===== src/rtl/can_rx_deframer_if.sv =====
// Decoded-frame bus between the CAN receive deframer and its consumers
// (process state, UART logger).
//   frame_valid : one-cycle pulse when a complete frame is accepted
//   frame_id    : 11-bit identifier
//   frame_rtr   : RTR bit
//   frame_dlc   : raw DLC as received
//   frame_data  : data bytes, byte0 in [63:56], unused bytes zero
//   crc_ok      : received CRC matched, qualified by frame_valid
//   err_stuff   : one-cycle pulse on a stuff error
//   err_form    : one-cycle pulse on a form error
//   busy        : high from SOF until frame end or error
// master = deframer (drives the bus), slave = consumer.
interface can_rx_deframer_if;
  logic        frame_valid;
  logic [10:0] frame_id;
  logic        frame_rtr;
  logic [3:0]  frame_dlc;
  logic [63:0] frame_data;
  logic        crc_ok;
  logic        err_stuff;
  logic        err_form;
  logic        busy;

  modport master (
    output frame_valid, frame_id, frame_rtr, frame_dlc, frame_data,
           crc_ok, err_stuff, err_form, busy
  );

  modport slave (
    input  frame_valid, frame_id, frame_rtr, frame_dlc, frame_data,
           crc_ok, err_stuff, err_form, busy
  );
endinterface


===== src/rtl/can_rx_deframer.sv =====
// CAN 2.0A receive deframer. Samples rx_bit on each bit_en strobe, removes
// stuff bits, parses a standard data/remote frame, checks CRC-15 and the
// fixed-form fields, and publishes the decoded frame with a one-cycle valid
// pulse. After any error it waits for IDLE_BITS recessive bits before it
// accepts another SOF.
// Ports:
//   can_clk : clock
//   reset   : synchronous, active-high
//   bit_en  : one-cycle strobe at the bit sample point
//   rx_bit  : bus level, 0 = dominant, 1 = recessive
//   frm     : decoded-frame bus (master side), see can_rx_deframer_if
module can_rx_deframer #(
  parameter int IDLE_BITS = 11,
  parameter int STUFF_EN  = 1
) (
  input  logic              can_clk,
  input  logic              reset,
  input  logic              bit_en,
  input  logic              rx_bit,
  can_rx_deframer_if.master frm
);

  localparam int   REC_W    = $clog2(IDLE_BITS + 1);
  localparam logic STUFF_ON = (STUFF_EN != 0);

  typedef enum logic [3:0] {
    ST_SYNC, ST_IDLE, ST_ARB, ST_CTRL, ST_DATA,
    ST_CRC, ST_CRC_DEL, ST_ACK, ST_ACK_DEL, ST_EOF
  } state_t;

  // One CRC-15 step (poly 0x4599) for a single destuffed bit.
  function automatic logic [14:0] crc15_step(input logic [14:0] crc, input logic b);
    logic nxt;
    nxt = b ^ crc[14];
    crc15_step = {crc[13:0], 1'b0} ^ (nxt ? 15'h4599 : 15'h0000);
  endfunction

  state_t            state_r;
  logic [REC_W-1:0]  rec_cnt_r;
  logic [6:0]        bit_cnt_r;
  logic [14:0]       crc_r;
  logic [14:0]       rx_crc_r;
  logic              last_r;
  logic [2:0]        run_r;
  logic [11:0]       arb_sr_r;
  logic [3:0]        dlc_r;
  logic [6:0]        data_bits_r;
  logic [63:0]       data_sr_r;

  logic              frame_valid_r;
  logic [10:0]       frame_id_r;
  logic              frame_rtr_r;
  logic [3:0]        frame_dlc_r;
  logic [63:0]       frame_data_r;
  logic              crc_ok_r;
  logic              err_stuff_r;
  logic              err_form_r;
  logic              busy_r;

  logic              in_stuff_region_s;
  logic              stuff_bit_s;
  logic              stuff_err_s;
  logic [14:0]       crc_next_s;
  logic [3:0]        dlc_next_s;
  logic [3:0]        bytes_s;
  logic [6:0]        data_bits_s;

  // Stuff-bit detection, next CRC and data length for the current raw bit.
  always_comb begin
    in_stuff_region_s = 1'b0;
    case (state_r)
      ST_ARB, ST_CTRL, ST_DATA, ST_CRC, ST_CRC_DEL: in_stuff_region_s = 1'b1;
      default:                                     in_stuff_region_s = 1'b0;
    endcase
    // A pending stuff bit after the last CRC bit is still consumed in CRC_DEL.
    stuff_bit_s = STUFF_ON && in_stuff_region_s && (run_r == 3'd5);
    stuff_err_s = stuff_bit_s && (rx_bit == last_r);
    crc_next_s  = crc15_step(crc_r, rx_bit);
    dlc_next_s  = {dlc_r[2:0], rx_bit};
    if (arb_sr_r[0]) begin
      bytes_s = 4'd0;
    end else if (dlc_next_s > 4'd8) begin
      bytes_s = 4'd8;
    end else begin
      bytes_s = dlc_next_s;
    end
    data_bits_s = {bytes_s, 3'b000};
  end

  // Frame FSM: destuffing, field parsing, CRC and registered outputs.
  always_ff @(posedge can_clk) begin
    if (reset) begin
      state_r       <= ST_SYNC;
      rec_cnt_r     <= '0;
      bit_cnt_r     <= 7'd0;
      crc_r         <= 15'd0;
      rx_crc_r      <= 15'd0;
      last_r        <= 1'b0;
      run_r         <= 3'd0;
      arb_sr_r      <= 12'd0;
      dlc_r         <= 4'd0;
      data_bits_r   <= 7'd0;
      data_sr_r     <= 64'd0;
      frame_valid_r <= 1'b0;
      frame_id_r    <= 11'd0;
      frame_rtr_r   <= 1'b0;
      frame_dlc_r   <= 4'd0;
      frame_data_r  <= 64'd0;
      crc_ok_r      <= 1'b0;
      err_stuff_r   <= 1'b0;
      err_form_r    <= 1'b0;
      busy_r        <= 1'b0;
    end else begin
      frame_valid_r <= 1'b0;
      err_stuff_r   <= 1'b0;
      err_form_r    <= 1'b0;
      if (bit_en) begin
        if (stuff_bit_s) begin
          if (stuff_err_s) begin
            err_stuff_r <= 1'b1;
            busy_r      <= 1'b0;
            rec_cnt_r   <= '0;
            state_r     <= ST_SYNC;
          end else begin
            // Stuff bit is discarded but starts a new run.
            last_r <= rx_bit;
            run_r  <= 3'd1;
          end
        end else begin
          if (in_stuff_region_s && (state_r != ST_CRC_DEL)) begin
            run_r  <= (rx_bit == last_r) ? run_r + 3'd1 : 3'd1;
            last_r <= rx_bit;
          end
          case (state_r)
            ST_SYNC: begin
              if (rx_bit) begin
                if (rec_cnt_r == REC_W'(IDLE_BITS - 1)) begin
                  rec_cnt_r <= '0;
                  state_r   <= ST_IDLE;
                end else begin
                  rec_cnt_r <= rec_cnt_r + REC_W'(1);
                end
              end else begin
                rec_cnt_r <= '0;
              end
            end
            ST_IDLE: begin
              if (!rx_bit) begin
                busy_r    <= 1'b1;
                crc_r     <= 15'd0;
                last_r    <= 1'b0;
                run_r     <= 3'd1;
                bit_cnt_r <= 7'd0;
                data_sr_r <= 64'd0;
                state_r   <= ST_ARB;
              end
            end
            ST_ARB: begin
              crc_r    <= crc_next_s;
              arb_sr_r <= {arb_sr_r[10:0], rx_bit};
              if (bit_cnt_r == 7'd11) begin
                bit_cnt_r <= 7'd0;
                state_r   <= ST_CTRL;
              end else begin
                bit_cnt_r <= bit_cnt_r + 7'd1;
              end
            end
            ST_CTRL: begin
              crc_r <= crc_next_s;
              if ((bit_cnt_r == 7'd0) && rx_bit) begin
                // Extended frames (IDE = 1) are not supported.
                err_form_r <= 1'b1;
                busy_r     <= 1'b0;
                rec_cnt_r  <= '0;
                state_r    <= ST_SYNC;
              end else if (bit_cnt_r == 7'd5) begin
                dlc_r       <= dlc_next_s;
                data_bits_r <= data_bits_s;
                bit_cnt_r   <= 7'd0;
                state_r     <= (data_bits_s == 7'd0) ? ST_CRC : ST_DATA;
              end else begin
                if (bit_cnt_r >= 7'd2) begin
                  dlc_r <= dlc_next_s;
                end
                bit_cnt_r <= bit_cnt_r + 7'd1;
              end
            end
            ST_DATA: begin
              crc_r <= crc_next_s;
              data_sr_r[6'd63 - bit_cnt_r[5:0]] <= rx_bit;
              if (bit_cnt_r == data_bits_r - 7'd1) begin
                bit_cnt_r <= 7'd0;
                state_r   <= ST_CRC;
              end else begin
                bit_cnt_r <= bit_cnt_r + 7'd1;
              end
            end
            ST_CRC: begin
              rx_crc_r <= {rx_crc_r[13:0], rx_bit};
              if (bit_cnt_r == 7'd14) begin
                bit_cnt_r <= 7'd0;
                state_r   <= ST_CRC_DEL;
              end else begin
                bit_cnt_r <= bit_cnt_r + 7'd1;
              end
            end
            ST_CRC_DEL, ST_ACK_DEL: begin
              if (!rx_bit) begin
                err_form_r <= 1'b1;
                busy_r     <= 1'b0;
                rec_cnt_r  <= '0;
                state_r    <= ST_SYNC;
              end else begin
                bit_cnt_r <= 7'd0;
                state_r   <= (state_r == ST_CRC_DEL) ? ST_ACK : ST_EOF;
              end
            end
            ST_ACK: begin
              state_r <= ST_ACK_DEL;
            end
            ST_EOF: begin
              if (!rx_bit) begin
                err_form_r <= 1'b1;
                busy_r     <= 1'b0;
                rec_cnt_r  <= '0;
                state_r    <= ST_SYNC;
              end else if (bit_cnt_r == 7'd6) begin
                frame_valid_r <= 1'b1;
                crc_ok_r      <= (rx_crc_r == crc_r);
                frame_id_r    <= arb_sr_r[11:1];
                frame_rtr_r   <= arb_sr_r[0];
                frame_dlc_r   <= dlc_r;
                frame_data_r  <= data_sr_r;
                busy_r        <= 1'b0;
                state_r       <= ST_IDLE;
              end else begin
                bit_cnt_r <= bit_cnt_r + 7'd1;
              end
            end
            default: begin
              busy_r    <= 1'b0;
              rec_cnt_r <= '0;
              state_r   <= ST_SYNC;
            end
          endcase
        end
      end
    end
  end

  assign frm.frame_valid = frame_valid_r;
  assign frm.frame_id    = frame_id_r;
  assign frm.frame_rtr   = frame_rtr_r;
  assign frm.frame_dlc   = frame_dlc_r;
  assign frm.frame_data  = frame_data_r;
  assign frm.crc_ok      = crc_ok_r;
  assign frm.err_stuff   = err_stuff_r;
  assign frm.err_form    = err_form_r;
  assign frm.busy        = busy_r;

endmodule


===== src/flat_wrapper.sv =====
// flat-port wrapper written by rule: the top's interface ports become plain ports
module can_rx_deframer_flat 
#(
  parameter int IDLE_BITS = 11,
  parameter int STUFF_EN  = 1
)
  (can_clk, reset, bit_en, rx_bit, frm_frame_valid, frm_frame_id, frm_frame_rtr, frm_frame_dlc, frm_frame_data, frm_crc_ok, frm_err_stuff, frm_err_form, frm_busy);
  can_rx_deframer_if frm_i ();
  input  logic can_clk;
  input  logic reset;
  input  logic bit_en;
  input  logic rx_bit;
  output wire logic [$bits(frm_i.frame_valid)-1:0] frm_frame_valid;
  output wire logic [$bits(frm_i.frame_id)-1:0] frm_frame_id;
  output wire logic [$bits(frm_i.frame_rtr)-1:0] frm_frame_rtr;
  output wire logic [$bits(frm_i.frame_dlc)-1:0] frm_frame_dlc;
  output wire logic [$bits(frm_i.frame_data)-1:0] frm_frame_data;
  output wire logic [$bits(frm_i.crc_ok)-1:0] frm_crc_ok;
  output wire logic [$bits(frm_i.err_stuff)-1:0] frm_err_stuff;
  output wire logic [$bits(frm_i.err_form)-1:0] frm_err_form;
  output wire logic [$bits(frm_i.busy)-1:0] frm_busy;
  assign frm_frame_valid = frm_i.frame_valid;
  assign frm_frame_id = frm_i.frame_id;
  assign frm_frame_rtr = frm_i.frame_rtr;
  assign frm_frame_dlc = frm_i.frame_dlc;
  assign frm_frame_data = frm_i.frame_data;
  assign frm_crc_ok = frm_i.crc_ok;
  assign frm_err_stuff = frm_i.err_stuff;
  assign frm_err_form = frm_i.err_form;
  assign frm_busy = frm_i.busy;
  can_rx_deframer #(.IDLE_BITS(IDLE_BITS), .STUFF_EN(STUFF_EN)) u_core (.can_clk(can_clk), .reset(reset), .bit_en(bit_en), .rx_bit(rx_bit), .frm(frm_i));
endmodule

===== config.mk =====
export PLATFORM = sky130hd
export DESIGN_NAME = can_rx_deframer_flat
export DESIGN_NICKNAME = d
export VERILOG_FILES = /design/src/rtl/can_rx_deframer_if.sv /design/src/rtl/can_rx_deframer.sv /design/src/flat_wrapper.sv
export SDC_FILE = /design/constraint.sdc
export NUM_CORES = 1
export LEC_CHECK = 0
export CAP_MARGIN = 0
export CORE_ASPECT_RATIO = 1.4
export CORE_MARGIN = 4
export CORE_UTILIZATION = 28
export DETAILED_ROUTE_END_ITERATION = 6
export SLEW_MARGIN = 20
export SYNTH_ARGS = -nofsm -noshare
export SYNTH_HDL_FRONTEND = slang
export SYNTH_SLANG_ARGS = --single-unit

===== constraint.sdc =====
create_clock -name can_clk -period 4.2 [get_ports can_clk]
set_clock_uncertainty 0.2 [all_clocks]
set_input_delay 0.84 -clock can_clk [delete_from_list [all_inputs] [get_ports can_clk]]
set_output_delay 0.84 -clock can_clk [all_outputs]
set_load 0.1 [all_outputs]

==> results.cfg <==
[placement]
place_hpwl_mm = 17.0
pre_cts_ws_ps = 489
port_buffers = 88
gp_congestion = 0.895

[die]
io-pin-count = 89
die_h_um = 224
die_w_um = 162
core_um2 = 32600
start_util_pct = 28.5
die_area_um2 = 36200
num_rows = 78

[synthesis]
synth_adder_area_share_pct = 1.21
synthTopCellsByCount = 296 x nand2_1, 218 x dfxtp_1, 173 x a21oi_1
yosys.area_share.simple_pct = 25.0
synth_mux_area_share_pct = 3.44
yosysSeqAreaShare_pct = 46.9
yosys-top-cells-area = dfxtp_1 47%, nand2_1 12%, a21oi_1 9.3%
synth_ff_type = dfxtp_1
yosys.area_share.xor_xnor_pct = 3.11
synth_most_common_cell = nand2_1
synth_cell_types = 60
yosysWarningCount = 0
yosysTopAreaCell = dfxtp_1
syn_inst = 1187
synth_seq_cells = 218
yosysTopAreaCellShare_pct = 46.9
postSynthAreaPerCell_um2 = 7.83
async_reset_ff_share_pct = 0
synth_edf_count = 0
syn_nets = 1200
synth_compound_area_share_pct = 16.0
synth.cell_area_um2 = 9300
synth_top_family_by_area = simple AND/OR/NAND/NOR gates

[clocking]
cts_tree = built
root_buffer = clkbuf_16
cts_made_buffers = 22
postCtsResizedCells = 0
htree_levels = 1
ctsHoldBuffers = 0
path_clk_slew_ps = 60
clockBufferDepth = 3
clk_latency_ps = 510
cts.sinks = 218
post_cts_buffers = 0

[timing]
worst_slew_pin_slew_ps = 1040
fin_crit_sh_pct = 77.0
drv_slew = 0
max_freq_ghz = 0.309
rsz0062_at_grt = no
whs_ps = 252
layout_setup_ws_ps = 964
finalSetupViolations = 0
tns_ps = 0
fin_crit_ps = 3240
max_slew_margin_pct = 30.7
hold_violations = 0

[setup_path]
path_class = input port to flip-flop
cp_max_fo = 16
path_buf_inv = 1
cp.arrival_ps = 3440
r2r_end = u_core.dlc_r[2]
cpPeakStageDelay_ps = 840
r2r_slack_ps = 1000
end_kind = flip-flop
crit_slowest_cell = or4_1
path_delay_family = simple AND/OR/NAND/NOR gates
crit_chain = clkdlybuf4s50_1, nor2b_1, o21ai_1, or4_1, o21ai_0, a21oi_1
worstReg2RegStart = u_core.state_r[1]
reg2reg_depth = 7
crit_required_ps = 4400
startpoint_type = input port

[cells_and_area]
fill_cells = 3478
syn_to_final_growth_pct = 22.1
n_antenna_cell = 0
nNetsFinal = 1253
drive_above_1_share_pct = 6.06

[run]
cap_violations = 0

[drt]
drtAntennaViolNets = 0
drt_iter0_markers = 456
viasPerCell = 4.85
vias = 8220
drc = 0
dr.pass1.iters = 5
wl_per_cell_um = 14.7
wirelength_mm = 24.9

[grt]
grt_max_degree = 65
antenna_found_initial = 0
grt_util_all_layers_pct = 13.2
overflow = 0
grt_pass1_vias = 7752
grt_pass1_wl_mm = 40.0

[worst_hold_path]
worstHoldStart = u_core.data_sr_r[1]
worstHoldEndpoint = u_core.frm.frame_data[1]
worstHoldPathType = flip-flop to flip-flop
worst_hold_path.num_cells = 2

[power_and_ir_drop]
ir_drop_mv = 0.218
power.leakage_nw = 3.86
power.density_nw_per_um2 = 368

[status]
status = completed
==> stage by stage <==
step / util [%] / total power [mW] / std cells / cell area [um2]
after floorplan: - / 2.17 / 1187 / 9300
after global placement: 32.5 / 2.19 / 1656 / 10600
after detailed placement: 32.5 / 2.20 / 1656 / 10600
after CTS: 34.8 / 4.24 / 1694 / 11400
after global routing: 34.8 / 4.32 / 1694 / 11400
final: 34.8 / 4.17 / 1694 / 11400
==> cell families after synthesis <==
kind of cell	after synthesis
buffers and inverters	97
DFF	218
muxes	32
xor gates and xnor gates	33
AOI/OAI and AO/OA	263
and+or+nand+nor	535
adders and majority gates	9
==> routing by layer <==
layer  GRT usage (%)  wire (um)  up-vias
met3            1.82        990       52
met5               0          0        -
met4            5.08        786        0
li1                -          -     4125
met1            14.8       9910     3855
met2            25.0      13200      188
==> state kept, by name, indices dropped and copies added (netlist names) <==
| register | flops |
|---|---|
| u_core.arb_sr_r | 12 |
| u_core.bit_cnt_r | 7 |
| u_core.crc_r | 15 |
| u_core.data_bits_r | 4 |
| u_core.data_sr_r | 64 |
| u_core.dlc_r | 4 |
| u_core.frm.busy | 1 |
| u_core.frm.crc_ok | 1 |
| u_core.frm.err_form | 1 |
| u_core.frm.err_stuff | 1 |
| u_core.frm.frame_data | 64 |
| u_core.frm.frame_dlc | 4 |
| u_core.frm.frame_id | 11 |
| u_core.frm.frame_rtr | 1 |
| u_core.frm.frame_valid | 1 |
| u_core.last_r | 1 |
| u_core.rec_cnt_r | 4 |
| u_core.run_r | 3 |
| u_core.rx_crc_r | 15 |
| u_core.state_r | 4 |
==> layout make-up <==
class / count / area (um2) / share of cell area, %
multi-input combinational: 872 / 4560 / 40.1
inverter: 13 / 48.8 / 0.430
clock buffer: 32 / 659 / 5.81
tap: 440 / 551 / 4.85
sequential: 218 / 4360 / 38.4
clock inverter: 6 / 86.3 / 0.761
timing repair buffer: 113 / 1090 / 9.57
==> layout by cell type (no fill, tap or decap), types with 13 or more instances in the layout <==
cell type,netlist,final
a21oi_1,173,173
a22oi_1,15,15
buf_4,2,24
clkbuf_16,0,23
clkdlybuf4s50_1,0,86
dfxtp_1,218,218
inv_1,13,13
mux2i_1,32,32
nand2_1,296,296
nand3_1,41,41
nor2_1,110,110
nor3_1,15,15
o21ai_0,40,40
xnor2_1,19,19
xor2_1,14,14
==> worst max-delay path by stage <==
stage	from	to	slack, ps	cells after the start
6_report	bit_en	u_core.data_sr_r[28]	960	6
5_1_grt	bit_en	u_core.data_sr_r[12]	830	7
2_1_floorplan	rx_bit	u_core.bit_cnt_r[5]	1480	6
4_1_cts	bit_en	u_core.data_sr_r[62]	1040	6
3_5_place_dp	bit_en	u_core.data_sr_r[60]	490	6
3_3_place_gp	bit_en	u_core.data_sr_r[62]	570	6
==> where the power goes <==
part | total, mW | leakage [nW] | switching (mW) | internal [mW]
sequential | 2.07 | 1.75 | 0.000837 | 2.07
clock | 2.02 | 0.364 | 0.814 | 1.21
combinational | 0.0802 | 1.74 | 0.0633 | 0.0169
total | 4.17 | 3.86 | 0.878 | 3.30
==> worst register-to-register path, delay by kind of cell, from the launching register on <==
kind,cells,cell delay (ps)
AOI/OAI and AO/OA,2,1240
buffers and inverters,1,290
DFF,1,500
muxes,1,260
and+or+nand+nor,3,570
No activity file was read; power rests on OpenSTA's default activity.
